## src/rtl/grade_pkg.sv

```systemverilog
// grade_pkg: shared constants, FSM state and record type for the grade accumulator
package grade_pkg;
    localparam int SCORE_MIN     = 0;
    localparam int SCORE_MAX     = 100;
    localparam int INVALID_VALUE = -1;
    typedef enum logic {COLLECT = 1'b0, HOLD = 1'b1} acc_state_t;
    typedef struct packed {
        logic signed [7:0] base;
        logic              extra;
        logic signed [7:0] bonus;
        logic [7:0]        id;
    } grade_record_t;
endpackage

```

## src/rtl/grade_bonus_saturator.sv

```systemverilog
// grade_bonus_saturator: saturating bonus register with clear, load and sticky bad flag
//   clr_i clears, load_i adds value_i (negative sets bad), nxt_*_o expose next-state values
module grade_bonus_saturator import grade_pkg::*; #(
    parameter int SCORE_W   = 8,
    parameter int MAX_BONUS = 20
) (
    input  logic                      clk,
    input  logic                      rst,
    input  logic                      clr_i,
    input  logic                      load_i,
    input  logic signed [SCORE_W-1:0] value_i,
    output logic        [SCORE_W-1:0] nxt_bonus_o,
    output logic                      nxt_bad_o
);
    localparam logic [SCORE_W:0] MAX_W = (SCORE_W + 1)'(MAX_BONUS);
    logic [SCORE_W-1:0] bonus_q, bonus_d;
    logic               bad_q, bad_d;
    logic [SCORE_W:0]   sum;
    logic               neg;
    always_comb begin
        neg     = value_i[SCORE_W-1];
        sum     = {1'b0, bonus_q} + {1'b0, value_i};
        bonus_d = clr_i ? '0 : (load_i && !neg) ? ((sum > MAX_W) ? MAX_W[SCORE_W-1:0] : sum[SCORE_W-1:0]) : bonus_q;
        bad_d   = clr_i ? 1'b0 : bad_q | (load_i & neg);
    end
    always_ff @(posedge clk or posedge rst) begin
        if (rst) begin
            bonus_q <= '0;
            bad_q   <= 1'b0;
        end else begin
            bonus_q <= bonus_d;
            bad_q   <= bad_d;
        end
    end
    assign nxt_bonus_o = bonus_d;
    assign nxt_bad_o   = bad_d;
endmodule

```

## src/rtl/grade_score_accumulator.sv

```systemverilog
// grade_score_accumulator: collects NUM_SCORES scores plus bonuses into one evaluator record
//   score_*/bonus_* : input handshakes, flush drops a partial record
//   rec_*           : record handshake and fields, rec_count is a debug score count
module grade_score_accumulator import grade_pkg::*; #(
    parameter int NUM_SCORES = 4,
    parameter int SCORE_W    = 8,
    parameter int MAX_BONUS  = 20,
    parameter int ID_W       = 8
) (
    input  logic                             clk,
    input  logic                             rst,
    input  logic                             score_valid,
    output logic                             score_ready,
    input  logic signed [SCORE_W-1:0]        score_value,
    input  logic        [ID_W-1:0]           student_id,
    input  logic                             bonus_valid,
    output logic                             bonus_ready,
    input  logic signed [SCORE_W-1:0]        bonus_value,
    input  logic                             flush,
    output logic                             rec_valid,
    input  logic                             rec_ready,
    output logic signed [SCORE_W-1:0]        rec_base,
    output logic                             rec_extra,
    output logic signed [SCORE_W-1:0]        rec_bonus,
    output logic        [ID_W-1:0]           rec_id,
    output logic [$clog2(NUM_SCORES):0]      rec_count
);
    localparam int LOG_N = $clog2(NUM_SCORES);
    localparam int CNT_W = LOG_N + 1;
    localparam int SUM_W = SCORE_W - 1 + LOG_N + 1;
    localparam logic signed [SCORE_W-1:0] S_MIN = SCORE_W'(SCORE_MIN);
    localparam logic signed [SCORE_W-1:0] S_MAX = SCORE_W'(SCORE_MAX);
    localparam logic signed [SCORE_W-1:0] S_INV = SCORE_W'(INVALID_VALUE);
    acc_state_t               state_q, state_d;
    logic [CNT_W-1:0]         count_q, count_d;
    logic [SUM_W-1:0]         sum_q, sum_d;
    logic                     bad_score_q, bad_score_d, extra_q, extra_d;
    logic [ID_W-1:0]          id_q, id_d;
    logic                     collect, score_acc, bonus_acc, last, done, clr, score_ok;
    logic [SCORE_W-1:0]       nxt_bonus;
    logic                     nxt_bad;
    always_comb begin
        collect     = state_q == COLLECT;
        score_acc   = collect && score_valid && !flush;
        bonus_acc   = collect && bonus_valid && !flush;
        done        = !collect && rec_ready;
        clr         = (collect && flush) || done;
        last        = score_acc && count_q == CNT_W'(NUM_SCORES - 1);
        score_ok    = score_value >= S_MIN && score_value <= S_MAX;
        count_d     = clr ? '0 : score_acc ? count_q + 1'b1 : count_q;
        // only in-range scores contribute; the MSB is zero for them so it is dropped
        sum_d       = clr ? '0 : (score_acc && score_ok) ? sum_q + SUM_W'(score_value[SCORE_W-2:0]) : sum_q;
        bad_score_d = clr ? 1'b0 : bad_score_q | (score_acc & !score_ok);
        extra_d     = clr ? 1'b0 : extra_q | bonus_acc;
        id_d        = (score_acc && count_q == '0) ? student_id : id_q;
        state_d     = last ? HOLD : done ? COLLECT : state_q;
    end
    grade_bonus_saturator #(.SCORE_W(SCORE_W), .MAX_BONUS(MAX_BONUS)) u_sat (
        .clk        (clk),
        .rst        (rst),
        .clr_i      (clr),
        .load_i     (bonus_acc),
        .value_i    (bonus_value),
        .nxt_bonus_o(nxt_bonus),
        .nxt_bad_o  (nxt_bad)
    );
    always_ff @(posedge clk or posedge rst) begin
        if (rst) begin
            state_q     <= COLLECT;
            count_q     <= '0;
            sum_q       <= '0;
            bad_score_q <= 1'b0;
            extra_q     <= 1'b0;
            id_q        <= '0;
            rec_base    <= '0;
            rec_bonus   <= '0;
            rec_extra   <= 1'b0;
            rec_id      <= '0;
        end else begin
            state_q     <= state_d;
            count_q     <= count_d;
            sum_q       <= sum_d;
            bad_score_q <= bad_score_d;
            extra_q     <= extra_d;
            id_q        <= id_d;
            // record is built from next-state values so a same-edge final score/bonus counts
            if (last) begin
                rec_base  <= bad_score_d ? S_INV : SCORE_W'(sum_d >> LOG_N);
                rec_bonus <= nxt_bad ? S_INV : nxt_bonus;
                rec_extra <= extra_d;
                rec_id    <= id_d;
            end
        end
    end
    assign score_ready = collect;
    assign bonus_ready = collect;
    assign rec_valid   = !collect;
    assign rec_count   = count_q;
endmodule
```

## config.mk

```make
export PLATFORM = sky130hd
export DESIGN_NAME = grade_score_accumulator
export DESIGN_NICKNAME = d
export VERILOG_FILES = /design/src/rtl/grade_pkg.sv /design/src/rtl/grade_bonus_saturator.sv /design/src/rtl/grade_score_accumulator.sv
export SDC_FILE = /design/constraint.sdc
export NUM_CORES = 1
export LEC_CHECK = 0
export BUFFER_PORTS_ARGS = -buffer_cell sky130_fd_sc_hd__buf_2
export CAP_MARGIN = 20
export CORE_UTILIZATION = 45
export CTS_BUF_LIST = sky130_fd_sc_hd__clkbuf_8
export CTS_CLUSTER_SIZE = 20
export DETAILED_ROUTE_END_ITERATION = 8
export MAX_ROUTING_LAYER = met4
export PLACE_DENSITY = 0.78
export SLEW_MARGIN = 20
export SYNTH_ARGS = -nofsm -noshare
export SYNTH_HDL_FRONTEND = slang
export SYNTH_SLANG_ARGS = --single-unit
```

## constraint.sdc

```tcl
create_clock -name clk -period 3.23 [get_ports clk]
set_clock_uncertainty 0.15 [all_clocks]
set_input_delay 0.1615 -clock clk [delete_from_list [all_inputs] [get_ports clk]]
set_output_delay 0.1615 -clock clk [all_outputs]
set_load 0.02 [all_outputs]
```

**Yosys cells after proc, flatten, opt, wreduce, memory -nomap -nowiden**

Cells that the tools add are included.

- $add $sub $neg: 3
- $mul: 0
- Div/mod/pow operators: 0
- $lt $le $gt $ge: 3
- Equality and inequality tests: 1
- Shift-type cells: 0
- Multiplexer cells: 15
- Bitwise logic cells: 6
- Reductions and logical operators: 19

Operator list:

| cell | count |
|---|---|
| two-way mux 8 bit | 6 |
| two-way mux 10 bit | 2 |
| logical AND 1 bit | 11 |
| adder 10 x 7 -> 10 bit | 1 |
| adder 8 x 8 -> 9 bit | 1 |
| > comparator 9 x 5 -> 1 bit, second input constant | 1 |
| >= comparator 8 x 1 -> 1 bit, second input constant | 1 |
| less-or-equal comparator 8 bit, second input constant | 1 |
| two-way mux 3 bit | 2 |
| nonzero test 2 bit | 3 |
| two-way mux 1 bit | 5 |
| adder 3 x 1 -> 3 bit, second input constant | 1 |
| equality test 3 x 2 -> 1 bit, second input constant | 1 |
| logical NOT 1 bit | 3 |
| logical NOT 3 bit | 1 |
| bitwise OR 1 bit | 3 |
| bitwise AND 1 bit | 2 |
| logical OR 1 bit | 1 |
| inverter 1 bit | 1 |

- Flip-flop bits (word level): 58
- Bits in latches: 0
- RAM bits: 0
- Memory bits (read-only): 0
- Bits of input ports: 30
- Output and inout port bits: 31
- Logic and storage cells: 60
- Memories kept: 0

**Depth between registers and ports, before layout**

Gate-level depths: netlist of run 1.

- Depth after elaboration: 7
- Mapped depth: 8
- Gate-level depth less buffers: 8

**Hierarchy**

A second synthesis of run 1 with hierarchy kept.

- Cell total of the unflattened synthesis: 298
- Area, all modules: 2987.9 µm²

By module, submodules not included:

| module | instances | cells each | area an instance (µm²) | sequential area each (µm²) |
|---|---|---|---|---|
| grade_score_accumulator | 1 | 231 | 2299.7 | 1226.2 |
| grade_bonus_saturator | 1 | 67 | 688.2 | 225.2 |

**Least setup slack after synthesis of run 1**

No wires, ideal clock.

- Path kind: register to register
- From: register sum_q[0]
- To: register sum_q[6]
- Setup time: 0.121 ns
- Data arrival time: 1.985 ns
- Data required time: 2.959 ns
- Setup slack: 0.975 ns
- Stages on the path, launching flop included: 9
- Path buffers: 0
- Clock period less this slack: 2.255 ns
- Path through: dfrtp_1 -> ha_1 -> fa_1 -> a21o_1 -> a21oi_1 -> nor2b_1 -> o31ai_1 -> xnor2_1 -> a22o_1

- Cells in the longest elaborated chain, start to end: 3

RTL lines:

| element | RTL line | text |
|---|---|---|
| from (decl) | grade_score_accumulator.sv:36 | `logic [SUM_W-1:0] sum_q, sum_d;` |
| from (signal assigned) | grade_score_accumulator.sv:82 | `sum_q <= sum_d;` |
| adder 10 x 7 -> 10 bit | grade_score_accumulator.sv:52 | `sum_d = clr ? '0 : (score_acc && score_ok) ? sum_q + SUM_W'(score_value[SCORE_W-2:0]) : sum_q;` |
| two-way mux 10 bit (2 in series) | grade_score_accumulator.sv:52 |  |
| named net sum_d[6] | grade_score_accumulator.sv:36 |  |

The timed path passes the listed nets, and every way through them passes these cells. The select of a mux whose other input is x is not followed.
A chain may end at the register's enable or synchronous reset.

**Worst setup path after layout of run 1**

- From: register u_sat.bonus_q[0]
- To: register rec_bonus[1]

- Cells in the longest elaborated chain, start to end: 6

RTL lines:

| element | RTL line | text |
|---|---|---|
| from (decl) | grade_bonus_saturator.sv:16 | `logic [SCORE_W-1:0] bonus_q, bonus_d;` |
| from (signal assigned) | grade_bonus_saturator.sv:31 | `bonus_q <= bonus_d;` |
| adder 8 x 8 -> 9 bit (*) | grade_bonus_saturator.sv:22 | `sum = {1'b0, bonus_q} + {1'b0, value_i};` |
| > comparator 9 x 5 -> 1 bit | grade_bonus_saturator.sv:23 | `bonus_d = clr_i ? '0 : (load_i && !neg) ? ((sum > MAX_W) ? MAX_W[SCORE_W-1:0] : sum[SCORE_W-1:0]) : bonus_q;` |
| two-way mux 8 bit (*) (3 in series) | grade_bonus_saturator.sv:23 |  |
| two-way mux 8 bit (*) | grade_score_accumulator.sv:89 | `rec_bonus <= nxt_bad ? S_INV : nxt_bonus;` |
| to (signal assigned) | grade_score_accumulator.sv:89 |  |
| to (decl) | grade_score_accumulator.sv:24 | `output logic signed [SCORE_W-1:0] rec_bonus,` |

Every way passes the cells marked *; elsewhere a longest branch is shown, timed or not.

==> metrics.yaml, run 1 <==
p_per_area_nw_per_um2: 637
first_global_vias: 2442
cts.reportedPaths.clkPinSlew_ps: 70
antenna_cells: 0
drv_cap: 0
gp_congestion: 0.879
grt_pass1_wl_um: 11300
grt.overflow.total: 0
synth.area.top_cells: "dfrtp_1 47%, ha_1 7.3%, mux2_2 6.2%, nand2_1 3.9%, nor2_1 3.1%"
cts_tree: "done"
grt_antenna_before_repair: 0
num_vias: 2445
cp_slowest_cell: "fa_1"
die_h_um: 84.6
setup_viol: 0
synth_area_um2: 3070
cp-start-kind: "flip-flop"
rsz0062_at_grt: "false"
yosysTopAreaCellShare_pct: 47.3
fillers: 575
seq_area_frac_synth_pct: 47.3
ys_types: 54
fmax_mhz: 411
yosysWarnings: 0
synthArstFlopShare_pct: 100
ios: 61
row_count: 29
drc: 8
ctsResizeCount: 0
cts_inserted_buffers: 9
crit_arrival_ps: 2550
final.min_clock_period_ps: 2430
syn_avg_cell_area_um2: 10.6
critPathMaxStageDelay_ps: 460
ys_seq_elements: 58
core_um2: 6460
avgRoutedWirePerCell_um: 15.1
post-route-period-util_pct: 75.4
grt_max_degree: 39
fin_tns_setup_ps: 0
dp_hpwl_um: 4830
hold_buffers: 12
violations: "design-rule violations"
leakagePower_nw: 1.87
irDropWorstVdd_v: 0.000588
worstSetupPathType: "reg -> reg"
root_buffer: "clkbuf_8"
outcome: "complete, but fails checks"
portBuffers: 60
die_w_um: 84.6
tightest_slew_ps: 780
post_cts_buffers: 0
insertion_delay_ps: 340
crit_required_ps: 3340
maxSlewViolCount: 0
drtPass1Iterations: 6
utilization_pct: 58.6
synth_edf_count: 0
finalNetCount: 415
cp_cell_sequence: "ha_1 -> fa_1 -> a21oi_1 -> o21ai_1 -> a2111oi_4 -> nand4_1 -> a41oi_2"
dieArea_um2: 7150
crit_fanout: 5
syn_to_final_growth_pct: 23.5
p_total_mw: 2.41
synthFlopType: "dfrtp_1"
finalHoldViolations: 0
first_iter_violations: 147
wl_um: 6730
start_util_pct: 47.5
grt_usage_pct: 21.0
cts_buffer_depth: 2
endpoint_kind: "flip-flop"
hold_path_class: "in -> reg"
drive_gt1_share_pct: 28.9
synth_top_cell_by_area: "dfrtp_1"
htreeDepth: 3
ant_nets: 0
viasPerCell: 5.47
clock-sinks: 58
syn-instance-count: 289
syn_nets: 339
maxSlewHeadroom_pct: 47.9
layout by cell type (no fill, tap or decap), types with 2 or more instances in the layout:
cell type / count
nand2b_1: 3
xnor2_1: 6
dfrtp_1: 58
dlygate4sd3_1: 12
o21ai_1: 4
nand4_1: 3
a21oi_1: 16
xor2_1: 7
o22a_1: 6
nand2_1: 32
bufinv_16: 2
or2_2: 2
buf_2: 60
clkbuf_8: 11
o21a_1: 4
ha_1: 18
mux2i_1: 2
o31ai_1: 2
o311a_1: 2
o22ai_1: 2
o211ai_1: 2
and2_1: 6
nand3_1: 5
a22o_1: 3
nor2b_1: 2
a21o_1: 2
nor2_1: 25
mux2_2: 17
inv_1: 10
a31oi_1: 4
buf_4: 3
fa_1: 2
o21ai_0: 12
final timing paths:
kind / start / to / slack (ps) / depth (start not counted)
setup / recovery: u_sat.bonus_q[0] / rec_bonus[1] / 800 / 7
hold / removal: score_value[0] / sum_q[0] / 20 / 4
setup reg to reg: u_sat.bonus_q[0] / rec_bonus[1] / 800 / 7
hold reg to reg: id_q[5] / id_q[5] / 340 / 1
max in group asynchronous: rst / sum_q[6] / 1790 / 4
min in group asynchronous: rst / rec_bonus[6] / 350 / 3
power breakdown:
group,switching (mW),internal (mW),leakage (nW)
clock network,0.288,0.473,0.121
registers,0.0849,0.894,0.760
logic,0.391,0.281,0.993
total,0.764,1.65,1.87
critical path, delay by kind of cell, from the launching register on:
family	cells	cell delay, ps
flip-flops	1	390
AO/OA/AOI/OAI	4	940
AND/OR/NAND/NOR	1	210
adder cells (fa/ha/maj)	2	680
state kept, by name, summed over array words and instances, names as in the netlist:
| name | flops |
|---|---|
| u_sat.bonus_q | 8 |
| u_sat.bad_q | 1 |
| rec_base | 8 |
| rec_valid | 1 |
| sum_q | 10 |
| rec_id | 8 |
| extra_q | 1 |
| rec_extra | 1 |
| rec_bonus | 8 |
| bad_score_q | 1 |
| id_q | 8 |
| rec_count | 3 |
per-stage QoR:
stage / area [um2] / setup WS [ps] / hold slack, ps / cells
detailed placement: 3440 / 814 / 196 / 419
global placement: 3440 / 887 / 200 / 419
CTS: 3790 / 802 / 8.08 / 447
floorplan: 3070 / 975 / 174 / 289
global route: 3790 / 621 / 66.5 / 447
finish: 3790 / 795 / 19.9 / 447
cells by family (layout without fill, tap and decap cells):
family          Yosys count  in the layout  share of synthesized area, %
fa+ha+maj                20             20                          8.65
simple gates             87             87                          13.4
flops                    58             58                          47.3
mux                      19             19                          6.90
compound gates           72             72                          17.2
xor+xnor                 13             13                          3.71
buf+inv                  20            101                          2.82
metal layers:
metal	share of wire, %	track usage [%]	vias to the layer above
met3	4.7	4.82	12
met4	1.4	8.63	0
met5	0	-	-
met2	50	34.1	60
met1	44	25.4	1192
li1	-	-	1181
layout make-up:
type / instances / area (um2) / share of cell area [%]
Clock inverter: 5 / 77.6 / 2.05
Inverter: 10 / 37.5 / 0.991
Clock buffer: 11 / 151 / 4.00
Tap cell: 77 / 96.3 / 2.54
Multi-Input combinational cell: 211 / 1530 / 40.4
Timing Repair Buffer: 75 / 443 / 11.7
Sequential cell: 58 / 1450 / 38.3
cell usage after synthesis, types with 2 or more instances:
| library cell | number |
|---|---|
| or2_2 | 2 |
| xnor2_1 | 6 |
| mux2_2 | 17 |
| nor2_1 | 25 |
| o31ai_1 | 2 |
| dfrtp_1 | 58 |
| a21oi_1 | 16 |
| nand2b_1 | 3 |
| a21o_1 | 2 |
| a22o_1 | 3 |
| mux2i_1 | 2 |
| ha_1 | 18 |
| o21ai_0 | 12 |
| fa_1 | 2 |
| o21ai_1 | 4 |
| inv_1 | 10 |
| and2_1 | 6 |
| nand3_1 | 5 |
| buf_2 | 6 |
| o211ai_1 | 2 |
| o22ai_1 | 2 |
| a31oi_1 | 4 |
| nand2_1 | 32 |
| o311a_1 | 2 |
| nand4_1 | 3 |
| buf_1 | 2 |
| nor2b_1 | 2 |
| o21a_1 | 4 |
| xor2_1 | 7 |
| o22a_1 | 6 |
Note: power is estimated with default switching activity, not from simulation.
==> run 2, diff against run 1 <==
--- a/config.mk
+++ b/config.mk
@@ -12,7 +12,7 @@
 export CTS_CLUSTER_SIZE = 20
 export DETAILED_ROUTE_END_ITERATION = 8
 export MAX_ROUTING_LAYER = met4
-export PLACE_DENSITY = 0.78
+export PLACE_DENSITY = 0.81
 export SLEW_MARGIN = 20
 export SYNTH_ARGS = -nofsm -noshare
 export SYNTH_HDL_FRONTEND = slang
==> constraint.sdc (replaced) <==
create_clock -name clk -period 1.98 [get_ports clk]
set_clock_uncertainty 0.15 [all_clocks]
set_input_delay 0.099 -clock clk [delete_from_list [all_inputs] [get_ports clk]]
set_output_delay 0.099 -clock clk [all_outputs]
set_load 0.02 [all_outputs]
==> metrics.yaml, run 2 (synthesized netlist as in run 1, its figures left out) <==
outcome: "complete, but fails checks"
violations: "design-rule violations, negative setup slack"
layout_common_cells: "60 x buf_2, 58 x dfrtp_1, 42 x buf_4"
grt_max_degree: 38
grt.overflow.total: 0
drc: 8
crit_required_ps: 2050
drive_gt1_share_pct: 44.3
cts_tree: "done"
rsz0062_at_grt: "true"
viasPerCell: 5.46
layout.cells.non_filler: 490
ios: 61
seqCellArea_um2: 1450
syn_to_final_growth_pct: 40.8
grt_antenna_before_repair: 0
dieArea_um2: 7150
holdWs_ps: 32.2
cp_cell_sequence: "buf_4 -> fa_2 -> a21oi_2 -> o21ai_2 -> a2111oi_4 -> buf_4 -> a31oi_2 -> o22a_1"
die_w_um: 84.6
multi_input_area_um2: 1760
drtPass1Iterations: 6
maxSlewViolCount: 0
p_per_area_nw_per_um2: 888
first_global_vias: 2708
path_delay_family: "compound AO/OA/AOI/OAI gates"
finalNetCount: 459
critPathMaxStageDelay_ps: 420
start_util_pct: 47.5
crit_fanout: 4
row_count: 29
hold_path_startpoint: "score_value[7]"
clock-sinks: 58
utilization_pct: 66.9
worstSetupPathType: "reg -> reg"
grt_pass1_wl_um: 12600
avgRoutedWirePerCell_um: 16.2
hold_path_class: "in -> reg"
cts.reportedPaths.clkPinSlew_ps: 60
setup_slack_ps: -362
cts_inserted_buffers: 9
layout_commonest_cell: "buf_2"
endpoint_kind: "flip-flop"
gp_congestion: 0.953
grt_usage_pct: 23.3
irDropWorstVdd_v: 0.000638
largest_reg_flops: 10
tightest_slew_ps: 483
cts_buffer_depth: 2
antenna_cells: 0
maxSlewHeadroom_pct: 67.7
finalHoldViolations: 0
drv_cap: 0
dp_hpwl_um: 5270
leakagePower_nw: 2.09
first_iter_violations: 103
ant_nets: 0
setup_viol: 16
place_inst: 453
crit_top_cell: "buf_4"
top_register: "sum_q"
htreeDepth: 3
wl_um: 7940
final.min_clock_period_ps: 2340
core_um2: 6460
insertion_delay_ps: 340
fillers: 504
cp_slowest_cell: "dfrtp_1"
portBuffers: 60
path_buf_inv: 2
root_buffer: "clkbuf_8"
post-route-period-util_pct: 118
num_vias: 2676
timing.rr.start: "u_sat.bonus_q[1]"
die_h_um: 84.6
crit_arrival_ps: 2410
fmax_mhz: 427
cp-start-kind: "flip-flop"
cp-startpoint: "u_sat.bonus_q[1]"
-- run 2: changes by cell type in the layout (fill, tap and decap cells not counted), moves of 3 or more --
cell     before  now
ha_4          0    6
a21oi_2       0    5
buf_4         3   42
ha_1         18   10
o21ai_2       1    4
a21oi_1      16   10
-- run 2: routing by layer --
layer	part of all wire (%)	vias to the layer above	GRT usage, %
li1	-	1273	-
met1	42	1326	28.5
met2	52	63	37.0
met3	3.9	14	5.80
met4	1.8	0	9.71
met5	0	-	-
-- run 2: cell type report --
class / count / area share [%]
Multi-Input combinational cell: 211 / 40.6
Sequential cell: 58 / 33.6
Timing Repair Buffer: 119 / 18.7
Clock buffer: 11 / 3.51
Tap cell: 77 / 2.23
Inverter: 10 / 0.869
Clock inverter: 4 / 0.435
-- run 2: final timing paths --
check	endpoint	slack (ps)	cells past startpoint
worst max-delay path	rec_bonus[4]	-360	8
worst min-delay path	bad_score_q	30	4
worst max register to register	rec_bonus[4]	-360	8
worst min register to register	id_q[5]	350	1
max in group asynchronous	sum_q[5]	940	4
min in group asynchronous	rec_bonus[7]	180	3
-- run 2: what timing repair did --
item / 4_1_cts / 5_1_grt
pin swaps: 15 / 19
hold endpoints to repair: 38 / 0
setup buffers: 6 / 6
endpoints found under the setup margin: 17 / 30
hold buffers: 13 / 0
resized for setup: 9 / 26
cloned: 0 / 0
-- run 2: stage by stage --
step	TNS (ps)	power, mW	instance area, um2	worst slack, ps
floorplan	-1090	2.34	3100	-175
global placement	-1940	2.73	3750	-233
detailed placement	-2500	2.77	3750	-293
CTS	-2430	3.78	4130	-252
global route	-4820	4.03	4320	-449
finish	-3330	3.83	4320	-362
-- run 2: power by group --
group | switching [mW] | internal, mW | total, mW
Combinational | 0.708 | 0.569 | 1.28
Sequential | 0.139 | 1.46 | 1.60
Clock | 0.455 | 0.504 | 0.958
-- run 2: worst register-to-register path: stages, from the launching register on --
cell	delay [ps]
dfrtp_1	420
buf_4	160
fa_2	380
a21oi_2	150
o21ai_2	90
a2111oi_4	400
buf_4	200
a31oi_2	100
o22a_1	170
==> run 3, diff against run 2 <==
--- a/config.mk
+++ b/config.mk
@@ -12,7 +12,7 @@
 export CTS_CLUSTER_SIZE = 20
 export DETAILED_ROUTE_END_ITERATION = 8
 export MAX_ROUTING_LAYER = met4
-export PLACE_DENSITY = 0.81
+export PLACE_DENSITY = 0.7
 export SLEW_MARGIN = 20
 export SYNTH_ARGS = -nofsm -noshare
 export SYNTH_HDL_FRONTEND = slang
==> metrics.yaml, run 3 (synthesized netlist as in run 1, its figures left out) <==
comb_power_share_pct: 32.5
root_buffer: "clkbuf_8"
first_iter_violations: 145
final.min_clock_period_ps: 2240
tightest_slew_ps: 511
cp-start-kind: "flip-flop"
maxSlewViolCount: 0
p_per_area_nw_per_um2: 890
cp_slowest_cell: "dfrtp_1"
busiest_layer: "met2"
p_clk_share_pct: 25.6
start_util_pct: 47.5
die_h_um: 84.6
outcome: "complete, but fails checks"
largest_reg_flops: 10
finalNetCount: 459
violations: "design-rule violations, negative setup slack"
grt_use_met1_pct: 27.9
clock-sinks: 58
layout_common_cells: "60 x buf_2, 58 x dfrtp_1, 43 x buf_4"
grt_usage_pct: 23.3
grt.overflow.total: 0
avgRoutedWirePerCell_um: 15.3
htreeDepth: 3
crit_fanout: 4
grtUsageMet2_pct: 38.7
dp_hpwl_um: 5210
top_register: "sum_q"
path_buf_inv: 2
insertion_delay_ps: 340
rsz0062_at_grt: "true"
p_sw_mw: 1.33
p_total_mw: 3.84
ant_nets: 0
viasPerCell: 5.36
cts_tree: "done"
endpoint_kind: "flip-flop"
critPathMaxStageDelay_ps: 410
crit_arrival_ps: 2370
cts.reportedPaths.clkPinSlew_ps: 70
maxSlewHeadroom_pct: 65.9
core_um2: 6460
finalHoldViolations: 0
p_seq_share_pct: 41.9
drv_cap: 0
pre_cts_slack_ps: -291
antenna_cells: 0
irDropWorstVdd_v: 0.000609
hold_path_class: "in -> reg"
gp_congestion: 0.876
holdWs_ps: 96.7
leakagePower_nw: 2.07
grt_util_met3_pct: 4.92
syn_to_final_growth_pct: 40.7
portBuffers: 60
drc: 6
cts_inserted_buffers: 9
post-route-period-util_pct: 113
drive_gt1_share_pct: 43.2
dieArea_um2: 7150
switching_share_pct: 34.7
cp_cell_sequence: "ha_4 -> fa_2 -> buf_4 -> nand3_1 -> and2_1 -> xor2_1 -> o2bb2ai_2 -> nand4_1 -> buf_4 -> nand2_1"
die_w_um: 84.6
grt_pass1_wl_um: 12500
grt_max_degree: 37
setup_viol: 15
fmax_mhz: 445
wl_um: 7530
ios: 61
path_delay_family: "adder cells"
setup_slack_ps: -265
num_vias: 2634
crit_required_ps: 2100
drtPass1Iterations: 6
crit_top_cell: "buf_4"
first_global_vias: 2734
layout_commonest_cell: "buf_2"
row_count: 29
fin_tns_setup_ps: -2600
intPower_mw: 2.51
cts_buffer_depth: 2
worstSetupPathType: "reg -> reg"
grt_antenna_before_repair: 0
utilization_pct: 66.8
## run 3: changes by cell type in the layout (fill, tap and decap cells not counted), moves of 2 or more
cell,before,now
buf_6,2,0
clkinvlp_4,0,2
a31oi_1,2,4
a31oi_2,2,0
nand3_2,3,1
clkinv_4,0,2
ha_4,6,8
## run 3: cell type report
cell class	count	area (um2)
fill	491	2140
clock inverter	6	42.5
multi-input combinational	211	1750
inverter	10	37.5
sequential	58	1450
tap	77	96.3
clock buffer	10	138
timing repair buffer	119	803
## run 3: metal layers
layer  wire (um)  share of wire (%)  vias up
met5           0                  0        -
met4         133                1.8        0
met3         292                3.9       13
met2        3870                 51       66
met1        3240                 43     1280
li1            -                  -     1275
## run 3: path summary, 6_finish.rpt
kind	start	end	slack [ps]	cells past startpoint
min in group asynchronous	rst	rec_bonus[6]	190	3
worst max register to register	u_sat.bonus_q[0]	u_sat.bonus_q[0]	-260	10
worst min-delay path	score_valid	rec_count[0]	100	4
max in group asynchronous	rst	sum_q[0]	930	4
worst max-delay path	u_sat.bonus_q[0]	u_sat.bonus_q[0]	-260	10
worst min register to register	id_q[4]	id_q[4]	350	1
## run 3: per-stage QoR
stage          instances  area [um2]
2_1_floorplan        289        3100
3_3_place_gp         453        3750
3_5_place_dp         453        3750
4_1_cts              487        4140
5_1_grt              491        4320
6_report             491        4320
## run 3: power by group through the flow
| stage | clock network (mW) | logic (mW) | registers, mW |
|---|---|---|---|
| 2_1_floorplan | 0 | 0.475 | 1.86 |
| 3_3_place_gp | 0 | 1.13 | 1.61 |
| 3_5_place_dp | 0 | 1.16 | 1.62 |
| 4_1_cts | 1.01 | 1.20 | 1.60 |
| 5_1_grt | 1.07 | 1.35 | 1.64 |
| 6_report | 0.982 | 1.25 | 1.61 |
## run 3: worst min-delay path: cells and delay by family
kind	cells	cell delay [ps]
AOI/OAI and AO/OA	1	70
buffers and inverters	2	250
and+or+nand+nor	1	120
## run 3: what timing repair did
item                                   CTS  global route
pin swaps                               14            16
endpoints found under the hold margin   42             0
setup buffers                            4             4
setup endpoints to repair               17            33
hold buffers                            14             0
gates resized for setup                  7            21
